===== src/rtl/ysyx_2022040010_axi_bridge_pkg.sv =====
// Shared definitions for the data-side AXI bridge.
// Contents: FSM state encoding, fixed AXI size/response codes, the reset
// polarity (`RstEnable / RST_ENABLE) and a response-decoding helper.
`ifndef RstEnable
`define RstEnable 1'b1
`endif

package ysyx_2022040010_axi_bridge_pkg;

  typedef enum logic [2:0] {
    IDLE    = 3'd0,
    RD_ADDR = 3'd1,
    RD_DATA = 3'd2,
    WR_REQ  = 3'd3,
    WR_RESP = 3'd4,
    DONE    = 3'd5
  } state_t;

  localparam logic [2:0] AXI_SIZE_8B = 3'b011;
  localparam logic [1:0] RESP_OKAY   = 2'b00;
  localparam logic       RST_ENABLE  = `RstEnable;

  // Any response other than OKAY is reported to the requester as an error.
  function automatic logic resp_is_err(input logic [1:0] resp);
    return (resp != RESP_OKAY);
  endfunction

endpackage


===== src/rtl/ysyx_2022040010_axi_bridge_if.sv =====
// Single-beat AXI4-style bus between the bridge (master) and the SoC (slave).
// Channels: AR (ar_valid/ar_ready/ar_addr/ar_size), R (r_valid/r_ready/
// r_data/r_resp), AW (aw_valid/aw_ready/aw_addr/aw_size), W (w_valid/w_ready/
// w_data/w_strb), B (b_valid/b_ready/b_resp).
interface ysyx_2022040010_axi_bridge_if #(
  parameter int AXI_ADDR_W = 32
);
  import ysyx_2022040010_axi_bridge_pkg::*;

  logic                  ar_valid;
  logic                  ar_ready;
  logic [AXI_ADDR_W-1:0] ar_addr;
  logic [2:0]            ar_size;
  logic                  r_valid;
  logic                  r_ready;
  logic [63:0]           r_data;
  logic [1:0]            r_resp;
  logic                  aw_valid;
  logic                  aw_ready;
  logic [AXI_ADDR_W-1:0] aw_addr;
  logic [2:0]            aw_size;
  logic                  w_valid;
  logic                  w_ready;
  logic [63:0]           w_data;
  logic [7:0]            w_strb;
  logic                  b_valid;
  logic                  b_ready;
  logic [1:0]            b_resp;

  modport master (
    output ar_valid, ar_addr, ar_size, input ar_ready,
    input  r_valid, r_data, r_resp, output r_ready,
    output aw_valid, aw_addr, aw_size, input aw_ready,
    output w_valid, w_data, w_strb, input w_ready,
    input  b_valid, b_resp, output b_ready
  );

  modport slave (
    input  ar_valid, ar_addr, ar_size, output ar_ready,
    output r_valid, r_data, r_resp, input r_ready,
    input  aw_valid, aw_addr, aw_size, output aw_ready,
    input  w_valid, w_data, w_strb, output w_ready,
    output b_valid, b_resp, input b_ready
  );

endinterface


===== src/rtl/ysyx_2022040010_axi_watchdog.sv =====
// Transaction watchdog for the AXI bridge.
// Ports: clk, rst (sync, active-high), busy (bridge is waiting on the bus),
// expire (high in the busy cycle where TIMEOUT_CYCLES-1 is reached).
module ysyx_2022040010_axi_watchdog
  import ysyx_2022040010_axi_bridge_pkg::*;
#(
  parameter int TIMEOUT_CYCLES = 1024
) (
  input  logic clk,
  input  logic rst,
  input  logic busy,
  output logic expire
);

  localparam int            CW    = $clog2(TIMEOUT_CYCLES + 1);
  localparam logic [CW-1:0] LIMIT = CW'(TIMEOUT_CYCLES - 1);

  logic [CW-1:0] cnt_r;

  // Busy-cycle counter; held at zero whenever the bridge is not waiting.
  always_ff @(posedge clk) begin
    if (rst == RST_ENABLE) begin
      cnt_r <= {CW{1'b0}};
    end else if (!busy) begin
      cnt_r <= {CW{1'b0}};
    end else if (cnt_r != LIMIT) begin
      cnt_r <= cnt_r + CW'(1);
    end else begin
      cnt_r <= cnt_r;
    end
  end

  assign expire = busy && (cnt_r == LIMIT);

endmodule


===== src/rtl/ysyx_2022040010_axi_bridge.sv =====
// Responder for the LSU data-side request port: turns one req_e request into
// a single-beat AXI read (AR/R) or write (AW/W/B) and answers with a one-cycle
// refresh pulse, read data and an error flag.
// Ports: clk, rst (sync, active-high), req_e/req_we/req_addr/req_wdata/
// req_wsel (request), refresh/rdata/resp_err (completion), axi (bus master).
// Optional: define AXI_BRIDGE_TIMEOUT_EN to abort a stuck transaction after
// TIMEOUT_CYCLES busy cycles with resp_err=1.
module ysyx_2022040010_axi_bridge
  import ysyx_2022040010_axi_bridge_pkg::*;
#(
  parameter int AXI_ADDR_W     = 32,
  parameter int TIMEOUT_CYCLES = 1024
) (
  input  logic        clk,
  input  logic        rst,
  input  logic        req_e,
  input  logic        req_we,
  input  logic [63:0] req_addr,
  input  logic [63:0] req_wdata,
  input  logic [7:0]  req_wsel,
  output logic        refresh,
  output logic [63:0] rdata,
  output logic        resp_err,
  ysyx_2022040010_axi_bridge_if.master axi
);

  state_t                state_r, state_nxt;
  logic                  guard_r, guard_nxt;
  logic [AXI_ADDR_W-1:0] addr_r, addr_nxt;
  logic [63:0]           wdata_r, wdata_nxt;
  logic [7:0]            wsel_r, wsel_nxt;
  logic                  ar_valid_r, ar_valid_nxt;
  logic                  r_ready_r, r_ready_nxt;
  logic                  aw_valid_r, aw_valid_nxt;
  logic                  w_valid_r, w_valid_nxt;
  logic                  b_ready_r, b_ready_nxt;
  logic                  aw_done_r, aw_done_nxt;
  logic                  w_done_r, w_done_nxt;
  logic [63:0]           rdata_r, rdata_nxt;
  logic                  resp_err_r, resp_err_nxt;
  logic                  refresh_r;
  logic                  aw_done_s, w_done_s;
  logic                  busy_s, expire_s;

  assign busy_s = (state_r == RD_ADDR) || (state_r == RD_DATA) ||
                  (state_r == WR_REQ)  || (state_r == WR_RESP);

`ifdef AXI_BRIDGE_TIMEOUT_EN
  ysyx_2022040010_axi_watchdog #(.TIMEOUT_CYCLES(TIMEOUT_CYCLES)) u_watchdog (
    .clk    (clk),
    .rst    (rst),
    .busy   (busy_s),
    .expire (expire_s)
  );
`else
  logic unused_timeout_s;
  assign expire_s         = 1'b0;
  assign unused_timeout_s = busy_s & (TIMEOUT_CYCLES > 0);
`endif

  // Only the low AXI_ADDR_W address bits reach the bus.
  if (AXI_ADDR_W < 64) begin : g_addr_drop
    logic unused_addr_s;
    assign unused_addr_s = ^req_addr[63:AXI_ADDR_W];
  end

  // AW and W finish independently; a handshake this cycle counts as done.
  assign aw_done_s = aw_done_r | (aw_valid_r & axi.aw_ready);
  assign w_done_s  = w_done_r  | (w_valid_r  & axi.w_ready);

  // Next-state and next-output logic for the transaction FSM.
  always_comb begin
    state_nxt    = state_r;
    guard_nxt    = guard_r;
    addr_nxt     = addr_r;
    wdata_nxt    = wdata_r;
    wsel_nxt     = wsel_r;
    ar_valid_nxt = ar_valid_r;
    r_ready_nxt  = r_ready_r;
    aw_valid_nxt = aw_valid_r;
    w_valid_nxt  = w_valid_r;
    b_ready_nxt  = b_ready_r;
    aw_done_nxt  = aw_done_r;
    w_done_nxt   = w_done_r;
    rdata_nxt    = rdata_r;
    resp_err_nxt = resp_err_r;
    case (state_r)
      IDLE: begin
        // The guard swallows the request still asserted right after DONE.
        guard_nxt = 1'b0;
        if (req_e && !guard_r) begin
          addr_nxt  = req_addr[AXI_ADDR_W-1:0];
          wdata_nxt = req_wdata;
          wsel_nxt  = req_wsel;
          if (req_we) begin
            aw_valid_nxt = 1'b1;
            w_valid_nxt  = 1'b1;
            aw_done_nxt  = 1'b0;
            w_done_nxt   = 1'b0;
            state_nxt    = WR_REQ;
          end else begin
            ar_valid_nxt = 1'b1;
            state_nxt    = RD_ADDR;
          end
        end else begin
          state_nxt = IDLE;
        end
      end
      RD_ADDR: begin
        if (ar_valid_r && axi.ar_ready) begin
          ar_valid_nxt = 1'b0;
          r_ready_nxt  = 1'b1;
          state_nxt    = RD_DATA;
        end else begin
          state_nxt = RD_ADDR;
        end
      end
      RD_DATA: begin
        if (axi.r_valid && r_ready_r) begin
          rdata_nxt    = axi.r_data;
          resp_err_nxt = resp_is_err(axi.r_resp);
          r_ready_nxt  = 1'b0;
          state_nxt    = DONE;
        end else begin
          state_nxt = RD_DATA;
        end
      end
      WR_REQ: begin
        aw_valid_nxt = aw_valid_r & ~axi.aw_ready;
        w_valid_nxt  = w_valid_r & ~axi.w_ready;
        aw_done_nxt  = aw_done_s;
        w_done_nxt   = w_done_s;
        if (aw_done_s && w_done_s) begin
          b_ready_nxt = 1'b1;
          state_nxt   = WR_RESP;
        end else begin
          state_nxt = WR_REQ;
        end
      end
      WR_RESP: begin
        if (axi.b_valid && b_ready_r) begin
          resp_err_nxt = resp_is_err(axi.b_resp);
          b_ready_nxt  = 1'b0;
          state_nxt    = DONE;
        end else begin
          state_nxt = WR_RESP;
        end
      end
      DONE: begin
        guard_nxt = 1'b1;
        state_nxt = IDLE;
      end
      default: begin
        ar_valid_nxt = 1'b0;
        r_ready_nxt  = 1'b0;
        aw_valid_nxt = 1'b0;
        w_valid_nxt  = 1'b0;
        b_ready_nxt  = 1'b0;
        state_nxt    = IDLE;
      end
    endcase
    // A watchdog abort overrides whatever the handshakes decided this cycle.
    if (expire_s) begin
      ar_valid_nxt = 1'b0;
      r_ready_nxt  = 1'b0;
      aw_valid_nxt = 1'b0;
      w_valid_nxt  = 1'b0;
      b_ready_nxt  = 1'b0;
      resp_err_nxt = 1'b1;
      state_nxt    = DONE;
    end else begin
      guard_nxt = guard_nxt;
    end
  end

  // State and output registers; refresh is high for the single DONE cycle.
  always_ff @(posedge clk) begin
    if (rst == RST_ENABLE) begin
      state_r    <= IDLE;
      guard_r    <= 1'b0;
      addr_r     <= {AXI_ADDR_W{1'b0}};
      wdata_r    <= 64'd0;
      wsel_r     <= 8'd0;
      ar_valid_r <= 1'b0;
      r_ready_r  <= 1'b0;
      aw_valid_r <= 1'b0;
      w_valid_r  <= 1'b0;
      b_ready_r  <= 1'b0;
      aw_done_r  <= 1'b0;
      w_done_r   <= 1'b0;
      rdata_r    <= 64'd0;
      resp_err_r <= 1'b0;
      refresh_r  <= 1'b0;
    end else begin
      state_r    <= state_nxt;
      guard_r    <= guard_nxt;
      addr_r     <= addr_nxt;
      wdata_r    <= wdata_nxt;
      wsel_r     <= wsel_nxt;
      ar_valid_r <= ar_valid_nxt;
      r_ready_r  <= r_ready_nxt;
      aw_valid_r <= aw_valid_nxt;
      w_valid_r  <= w_valid_nxt;
      b_ready_r  <= b_ready_nxt;
      aw_done_r  <= aw_done_nxt;
      w_done_r   <= w_done_nxt;
      rdata_r    <= rdata_nxt;
      resp_err_r <= resp_err_nxt;
      refresh_r  <= (state_nxt == DONE);
    end
  end

  assign refresh      = refresh_r;
  assign rdata        = rdata_r;
  assign resp_err     = resp_err_r;
  assign axi.ar_valid = ar_valid_r;
  assign axi.ar_addr  = addr_r;
  assign axi.ar_size  = AXI_SIZE_8B;
  assign axi.r_ready  = r_ready_r;
  assign axi.aw_valid = aw_valid_r;
  assign axi.aw_addr  = addr_r;
  assign axi.aw_size  = AXI_SIZE_8B;
  assign axi.w_valid  = w_valid_r;
  assign axi.w_data   = wdata_r;
  assign axi.w_strb   = wsel_r;
  assign axi.b_ready  = b_ready_r;

endmodule


===== src/flat_wrapper.sv =====
// flat-port wrapper written by rule: the top's interface ports become plain ports
module ysyx_2022040010_axi_bridge_flat import ysyx_2022040010_axi_bridge_pkg::*;
#(
  parameter int AXI_ADDR_W     = 32,
  parameter int TIMEOUT_CYCLES = 1024
)
  (clk, rst, req_e, req_we, req_addr, req_wdata, req_wsel, refresh, rdata, resp_err, axi_ar_valid, axi_ar_addr, axi_ar_size, axi_ar_ready, axi_r_valid, axi_r_data, axi_r_resp, axi_r_ready, axi_aw_valid, axi_aw_addr, axi_aw_size, axi_aw_ready, axi_w_valid, axi_w_data, axi_w_strb, axi_w_ready, axi_b_valid, axi_b_resp, axi_b_ready);
  ysyx_2022040010_axi_bridge_if #(.AXI_ADDR_W(AXI_ADDR_W)) axi_i ();
  input  logic clk;
  input  logic rst;
  input  logic req_e;
  input  logic req_we;
  input  logic [63:0] req_addr;
  input  logic [63:0] req_wdata;
  input  logic [7:0] req_wsel;
  output logic refresh;
  output logic [63:0] rdata;
  output logic resp_err;
  output wire logic [$bits(axi_i.ar_valid)-1:0] axi_ar_valid;
  output wire logic [$bits(axi_i.ar_addr)-1:0] axi_ar_addr;
  output wire logic [$bits(axi_i.ar_size)-1:0] axi_ar_size;
  input wire logic [$bits(axi_i.ar_ready)-1:0] axi_ar_ready;
  input wire logic [$bits(axi_i.r_valid)-1:0] axi_r_valid;
  input wire logic [$bits(axi_i.r_data)-1:0] axi_r_data;
  input wire logic [$bits(axi_i.r_resp)-1:0] axi_r_resp;
  output wire logic [$bits(axi_i.r_ready)-1:0] axi_r_ready;
  output wire logic [$bits(axi_i.aw_valid)-1:0] axi_aw_valid;
  output wire logic [$bits(axi_i.aw_addr)-1:0] axi_aw_addr;
  output wire logic [$bits(axi_i.aw_size)-1:0] axi_aw_size;
  input wire logic [$bits(axi_i.aw_ready)-1:0] axi_aw_ready;
  output wire logic [$bits(axi_i.w_valid)-1:0] axi_w_valid;
  output wire logic [$bits(axi_i.w_data)-1:0] axi_w_data;
  output wire logic [$bits(axi_i.w_strb)-1:0] axi_w_strb;
  input wire logic [$bits(axi_i.w_ready)-1:0] axi_w_ready;
  input wire logic [$bits(axi_i.b_valid)-1:0] axi_b_valid;
  input wire logic [$bits(axi_i.b_resp)-1:0] axi_b_resp;
  output wire logic [$bits(axi_i.b_ready)-1:0] axi_b_ready;
  assign axi_ar_valid = axi_i.ar_valid;
  assign axi_ar_addr = axi_i.ar_addr;
  assign axi_ar_size = axi_i.ar_size;
  assign axi_i.ar_ready = axi_ar_ready;
  assign axi_i.r_valid = axi_r_valid;
  assign axi_i.r_data = axi_r_data;
  assign axi_i.r_resp = axi_r_resp;
  assign axi_r_ready = axi_i.r_ready;
  assign axi_aw_valid = axi_i.aw_valid;
  assign axi_aw_addr = axi_i.aw_addr;
  assign axi_aw_size = axi_i.aw_size;
  assign axi_i.aw_ready = axi_aw_ready;
  assign axi_w_valid = axi_i.w_valid;
  assign axi_w_data = axi_i.w_data;
  assign axi_w_strb = axi_i.w_strb;
  assign axi_i.w_ready = axi_w_ready;
  assign axi_i.b_valid = axi_b_valid;
  assign axi_i.b_resp = axi_b_resp;
  assign axi_b_ready = axi_i.b_ready;
  ysyx_2022040010_axi_bridge #(.AXI_ADDR_W(AXI_ADDR_W), .TIMEOUT_CYCLES(TIMEOUT_CYCLES)) u_core (.clk(clk), .rst(rst), .req_e(req_e), .req_we(req_we), .req_addr(req_addr), .req_wdata(req_wdata), .req_wsel(req_wsel), .refresh(refresh), .rdata(rdata), .resp_err(resp_err), .axi(axi_i));
endmodule

===== config.mk =====
export PLATFORM = sky130hd
export DESIGN_NAME = ysyx_2022040010_axi_bridge_flat
export DESIGN_NICKNAME = d
export VERILOG_FILES = /design/src/rtl/ysyx_2022040010_axi_bridge_pkg.sv /design/src/rtl/ysyx_2022040010_axi_bridge_if.sv /design/src/rtl/ysyx_2022040010_axi_watchdog.sv /design/src/rtl/ysyx_2022040010_axi_bridge.sv /design/src/flat_wrapper.sv
export SDC_FILE = /design/constraint.sdc
export NUM_CORES = 1
export LEC_CHECK = 0
export ABC_AREA = 1
export CORE_AREA = 2 2 165 167
export CTS_CLUSTER_SIZE = 16
export DETAILED_ROUTE_END_ITERATION = 8
export DIE_AREA = 0 0 167 169
export SLEW_MARGIN = 0
export SYNTH_ARGS = -nofsm -noshare
export SYNTH_HDL_FRONTEND = slang
export SYNTH_SLANG_ARGS = --single-unit

===== constraint.sdc =====
create_clock -name clk -period 1.31 [get_ports clk]
set_input_delay 0.131 -clock clk [delete_from_list [all_inputs] [get_ports clk]]
set_output_delay 0.131 -clock clk [all_outputs]
set_load 0.01 [all_outputs]

# ---- After elaboration in Yosys (flattened, before gate mapping)
# Cells that the tools add are included.
dict set report op_classes {
  bitwise 12
  div 0
  multipliers 0
  mux 29
  eq_ne 13
  magnitude_cmp 0
  n_addsub 0
  n_shift 0
  n_reduce_logical 24
}
# op count
set ops {}
lappend ops {{$reduce_or 4->1} 4}
lappend ops {{$pmux 1 s3} 5}
lappend ops {{$pmux 3 s5} 1}
lappend ops {{$reduce_and 3->1} 5}
lappend ops {{$mux 1} 14}
lappend ops {{$ne 2x2->1 const B} 6}
lappend ops {{$reduce_bool 2->1} 5}
lappend ops {{$eq 3x3->1 const B} 3}
lappend ops {{$pmux 1 s2} 4}
lappend ops {{$eq 3x2->1 const B} 2}
lappend ops {{$mux 2} 3}
lappend ops {{$mux 3} 2}
lappend ops {{$not 1->1} 6}
lappend ops {{$logic_and 1x1->1} 5}
lappend ops {{$and 1x1->1} 4}
lappend ops {{$reduce_and 2->1} 2}
lappend ops {{$reduce_and 4->1} 1}
lappend ops {{$eq 3x1->1 const B} 1}
lappend ops {{$logic_not 3->1} 1}
lappend ops {{$ne 2x1->1 const B} 1}
lappend ops {{$or 1x1->1} 2}
lappend ops {{$logic_not 1->1} 1}
dict set report word_totals {
  register_bits 181
  rom_bits 0
  memories 0
  out_inout_bits 213
  latch_bits 0
  wordCells 93
  ramBits 0
}

# ---- Longest topological paths before layout
dict set report logic_depth {
  word_depth 6
  depth_mapped 9
  depth_no_buf 8
}

# ---- Worst setup path after synthesis
# No wires, ideal clock.
dict set report synth_path {
  path_kind {reg-to-reg}
  start {register u_core.state_r[1]}
  end {register u_core.wdata_r[20] (netlist: u_core.axi.w_data[20])}
  period_less_slack_ns 1.293
  path_buffers 2
  path_slack_ns 0.017
  t_required_ns 1.194
  path_stages_with_launch 9
  t_arrival_ns 1.178
  setup_time_ns 0.116
  path_cell_list {dfxtp_1 -> nor2_4 -> nand2_4 -> nor2_8 -> inv_2 -> buf_6 -> buf_6 -> nor2_1 -> nor2_1}
}
dict set report synth_between {
  elab_chain_cells 2
}
# element line
set synth_lines {}
lappend synth_lines {{from (decl)} ysyx_2022040010_axi_bridge.sv:27} ;# state_t state_r, state_nxt;
lappend synth_lines {{from (signal assigned)} ysyx_2022040010_axi_bridge.sv:195} ;# state_r <= state_nxt;
lappend synth_lines {{$logic_not 3->1} ysyx_2022040010_axi_bridge.sv:87} ;# case (state_r)
lappend synth_lines {{$reduce_and 2->1 (no line)} n/a}
lappend synth_lines {{to (signal assigned)} ysyx_2022040010_axi_bridge.sv:198} ;# wdata_r <= wdata_nxt;
lappend synth_lines {{to (decl)} ysyx_2022040010_axi_bridge.sv:30} ;# logic [63:0] wdata_r, wdata_nxt;
# No other way between the ends.
# A chain may end at the register's enable or synchronous reset.

# ---- Final worst setup path
dict set report layout_path {
  start {register u_core.state_r[0]}
  end {register u_core.wsel_r[1] (netlist: u_core.axi.w_strb[1])}
}
dict set report layout_between {
  elab_chain_cells 2
}
# element line
set layout_lines {}
lappend layout_lines {{$logic_not 3->1} ysyx_2022040010_axi_bridge.sv:87}
lappend layout_lines {{$reduce_and 2->1 (no line)} n/a}
lappend layout_lines {{to (signal assigned)} ysyx_2022040010_axi_bridge.sv:199} ;# wsel_r <= wsel_nxt;
lappend layout_lines {{to (decl)} ysyx_2022040010_axi_bridge.sv:31} ;# logic [7:0] wsel_r, wsel_nxt;
# No other way between the ends.

==> results_dict.tcl <==
set metrics [dict create \
    status "finished, violations left" \
    violated_checks "setup timing" \
    wire_length_of_the_first_global_routing_pass_um 36400 \
    initial_utilization_pct 25.6 \
    drt-initial-drc-count 395 \
    mostFrequentLayoutCells "sky130_fd_sc_hd__nor2_1, sky130_fd_sc_hd__dlygate4sd2_1, sky130_fd_sc_hd__clkdlybuf4s50_1" \
    grt_start_max_net_pins 52 \
    clk_pin_slew_worst_paths_ps 80 \
    final_common_cell "sky130_fd_sc_hd__nor2_1" \
    crit_path_slowest_cell "sky130_fd_sc_hd__dfxtp_4" \
    slew_violations 0 \
    gp_congestion 0.762 \
    cts.htree.levels 4 \
    design.final.nets 1467 \
    power.static_leakage_nw 5.77 \
    placement_rows 60 \
    antenna_cells 0 \
    worst_skew_pair.late_latency_ps 430 \
    top_cell_type_by_total_area_after_synthesis "sky130_fd_sc_hd__dfxtp_1" \
    crit_path_max_incr_delay_ps 370 \
    worst-endpoint-arrival_ps 1680 \
    final_cells 1608 \
    place.detailed.hpwl_um 16400 \
    syn_inst 878 \
    port_buffers 387 \
    timing.fmax_mhz 753 \
    detail_route.wirelength_um 24700 \
    postRouteAntennaNets 0 \
    timing.final.hold_violations 0 \
    synth_seq_area_share_pct 53.4 \
    rsz0062_at_grt "true" \
    die_w_um 167 \
    min_period_ps 1330 \
    tritoncts_num_sinks 181 \
    chipHeight_um 169 \
    vias_in_the_first_global_route 6730 \
    fin_worst_skew_ps 14.6 \
    cts-root-to-sink-buffers 2 \
    crit_path_start_kind "flip-flop" \
    timing.critical_path.cells "nor2_4, nand2_4, nor2_8, buf_12, clkbuf_16, o21ai_1, nor2_1" \
    crit_family "simple AND/OR/NAND/NOR gates" \
    fin_ws_ps -17.4 \
    post-synth-top-area-fraction_pct 53.4 \
    setup-violations-final 21 \
    first_pass_iters 4 \
    grt_overflow_total 0 \
    met2RoutedLength_um 12300 \
    layout.filler_cells 2659 \
    path_class "flip-flop to flip-flop" \
    fp.coreArea_mm2 0.0265 \
    cts_tree "done" \
    holdCritPathClass "primary input to flip-flop" \
    drive_above_1_share_pct 14.8 \
    ios 426 \
    vias 7031 \
    post_drt_via_cell_ratio 4.37 \
    hold-worst-slack_ps 283 \
    grt_antenna_before_repair 0 \
    endpoint_kind "flip-flop" \
    final_core_util_pct 45.7 \
    multi_input_comb_area_mm2 0.00282 \
    timing.final.crit_share_pct 101 \
    detail_route.drc_violations 0 \
    ys.warnings.count 0 \
    route.met3.wl_um 1830 \
    tritoncts.num_buffers 17 \
    netlist-cell-type-count 22 \
    syn-cell-area_mm2 0.00678 \
    synth_area_per_cell_um2 7.73 \
    final-seq-area_mm2 0.00363 \
    power-per-cell-area_mw_per_mm2 1320 \
    required_ps 1660 \
    globalRouteTotalUtil_pct 16.0 \
    dieArea_mm2 0.0282 \
    dpl_worst_slack_ps -300 \
    m1WireLength_um 10100 \
    area_growth_pct 78.4 \
    cts-root-buf "sky130_fd_sc_hd__clkbuf_16" \
    synth_seq_cells 181 \
    post_place_cells 1552 \
    vdd_ir_drop_max_v 0.000906 \
    synth_area_leaders "sky130_fd_sc_hd__dfxtp_1, sky130_fd_sc_hd__nor2_1, sky130_fd_sc_hd__o21ai_0" \
    cap_violations 0 \
    top_layer_used "met4" \
    wire_per_inst_um 15.4 \
    critPathMaxFanout 8 \
    critical_path.n_buffers_inverters 2 \
]
## report_power, final
part,total [mW],switching [mW],leakage [nW],internal [mW]
combinational,4.03,1.98,3.98,2.05
sequential,6.44,0.342,1.49,6.10
clock,5.44,2.47,0.308,2.97
## worst paths after layout
kind / start / end / slack [ps] / depth (start not counted)
worst max-delay path: u_core.state_r[0]$_SDFF_PP0_ / u_core.axi.w_strb[1]$_SDFFE_PP0P_ / -20 / 7
worst min-delay path: req_wdata[52] / u_core.axi.w_data[52]$_SDFFE_PP0P_ / 280 / 3
worst max register to register: u_core.state_r[0]$_SDFF_PP0_ / u_core.axi.w_strb[1]$_SDFFE_PP0P_ / -20 / 7
worst min register to register: u_core.axi.r_ready$_SDFFE_PP0P_ / u_core.axi.r_ready$_SDFFE_PP0P_ / 460 / 2
## metrics by stage
| stage | cell area [um2] | setup TNS (ps) | power (mW) |
|---|---|---|---|
| 2_1_floorplan | 6800 | 0 | 8.28 |
| 3_3_place_gp | 10900 | -36060 | 10.5 |
| 3_5_place_dp | 10900 | -39890 | 10.5 |
| 4_1_cts | 11600 | -139 | 15.7 |
| 5_1_grt | 12100 | -6690 | 16.8 |
| 6_report | 12100 | -143 | 15.9 |
## tightest hold or removal path: cells and delay by family
kind,cells,cell delay (ps)
buffers and inverters,1,400
and+or+nand+nor,2,150
## kinds of logic after synthesis
family          Yosys count  share of synthesized area, %
compound gates          188                          13.9
flops                   181                          53.4
simple gates            396                          22.7
other cells               2                         0.111
buf+inv                 111                          9.83
## cells in the mapped netlist
cell type                  instances
sky130_fd_sc_hd__o211ai_1          1
sky130_fd_sc_hd__buf_4            48
sky130_fd_sc_hd__nand2_4           1
sky130_fd_sc_hd__nand2_1          34
sky130_fd_sc_hd__nor2_8            1
sky130_fd_sc_hd__dfxtp_1         181
sky130_fd_sc_hd__conb_1            2
sky130_fd_sc_hd__inv_2             2
sky130_fd_sc_hd__nand3_2           1
sky130_fd_sc_hd__nor2_4            1
sky130_fd_sc_hd__buf_6             7
sky130_fd_sc_hd__nand3_1           5
sky130_fd_sc_hd__a21oi_1          13
sky130_fd_sc_hd__o21ai_0         173
sky130_fd_sc_hd__nor2_1          349
sky130_fd_sc_hd__a31oi_1           1
sky130_fd_sc_hd__nand4_1           2
sky130_fd_sc_hd__or2_2             1
sky130_fd_sc_hd__inv_1            15
sky130_fd_sc_hd__nor2_2            1
sky130_fd_sc_hd__clkbuf_1         25
sky130_fd_sc_hd__buf_2            14
## state kept, by name (all words and copies together), names as in the netlist, 3 cells and up
register            cells
u_core.axi.w_data      64
u_core.axi.w_strb       8
u_core.state_r          3
u_core.rdata           64
u_core.axi.ar_addr     32
## repair_timing
action                                  in CTS  in global routing
endpoints found under the setup margin     348                177
pin swaps                                    6                 38
setup buffers                                8                  2
gates resized for setup                    265                150
cloned                                       6                 10
hold buffers                                 0                  0
## layer usage
layer	global-route usage [%]	vias up
li1	-	3517
met1	18.8	3238
met2	27.6	253
met3	5.56	23
met4	4.50	0
met5	0	-
## layout make-up
| class | instances | share of cell area (%) |
|---|---|---|
| Clock inverter | 14 | 1.52 |
| Clock buffer | 18 | 3.63 |
| Sequential cell | 181 | 30.0 |
| Tap cell | 341 | 3.53 |
| Timing Repair Buffer | 447 | 37.3 |
| Multi-Input combinational cell | 590 | 23.3 |
| Inverter | 17 | 0.693 |
(Power assumes the default switching activity.)
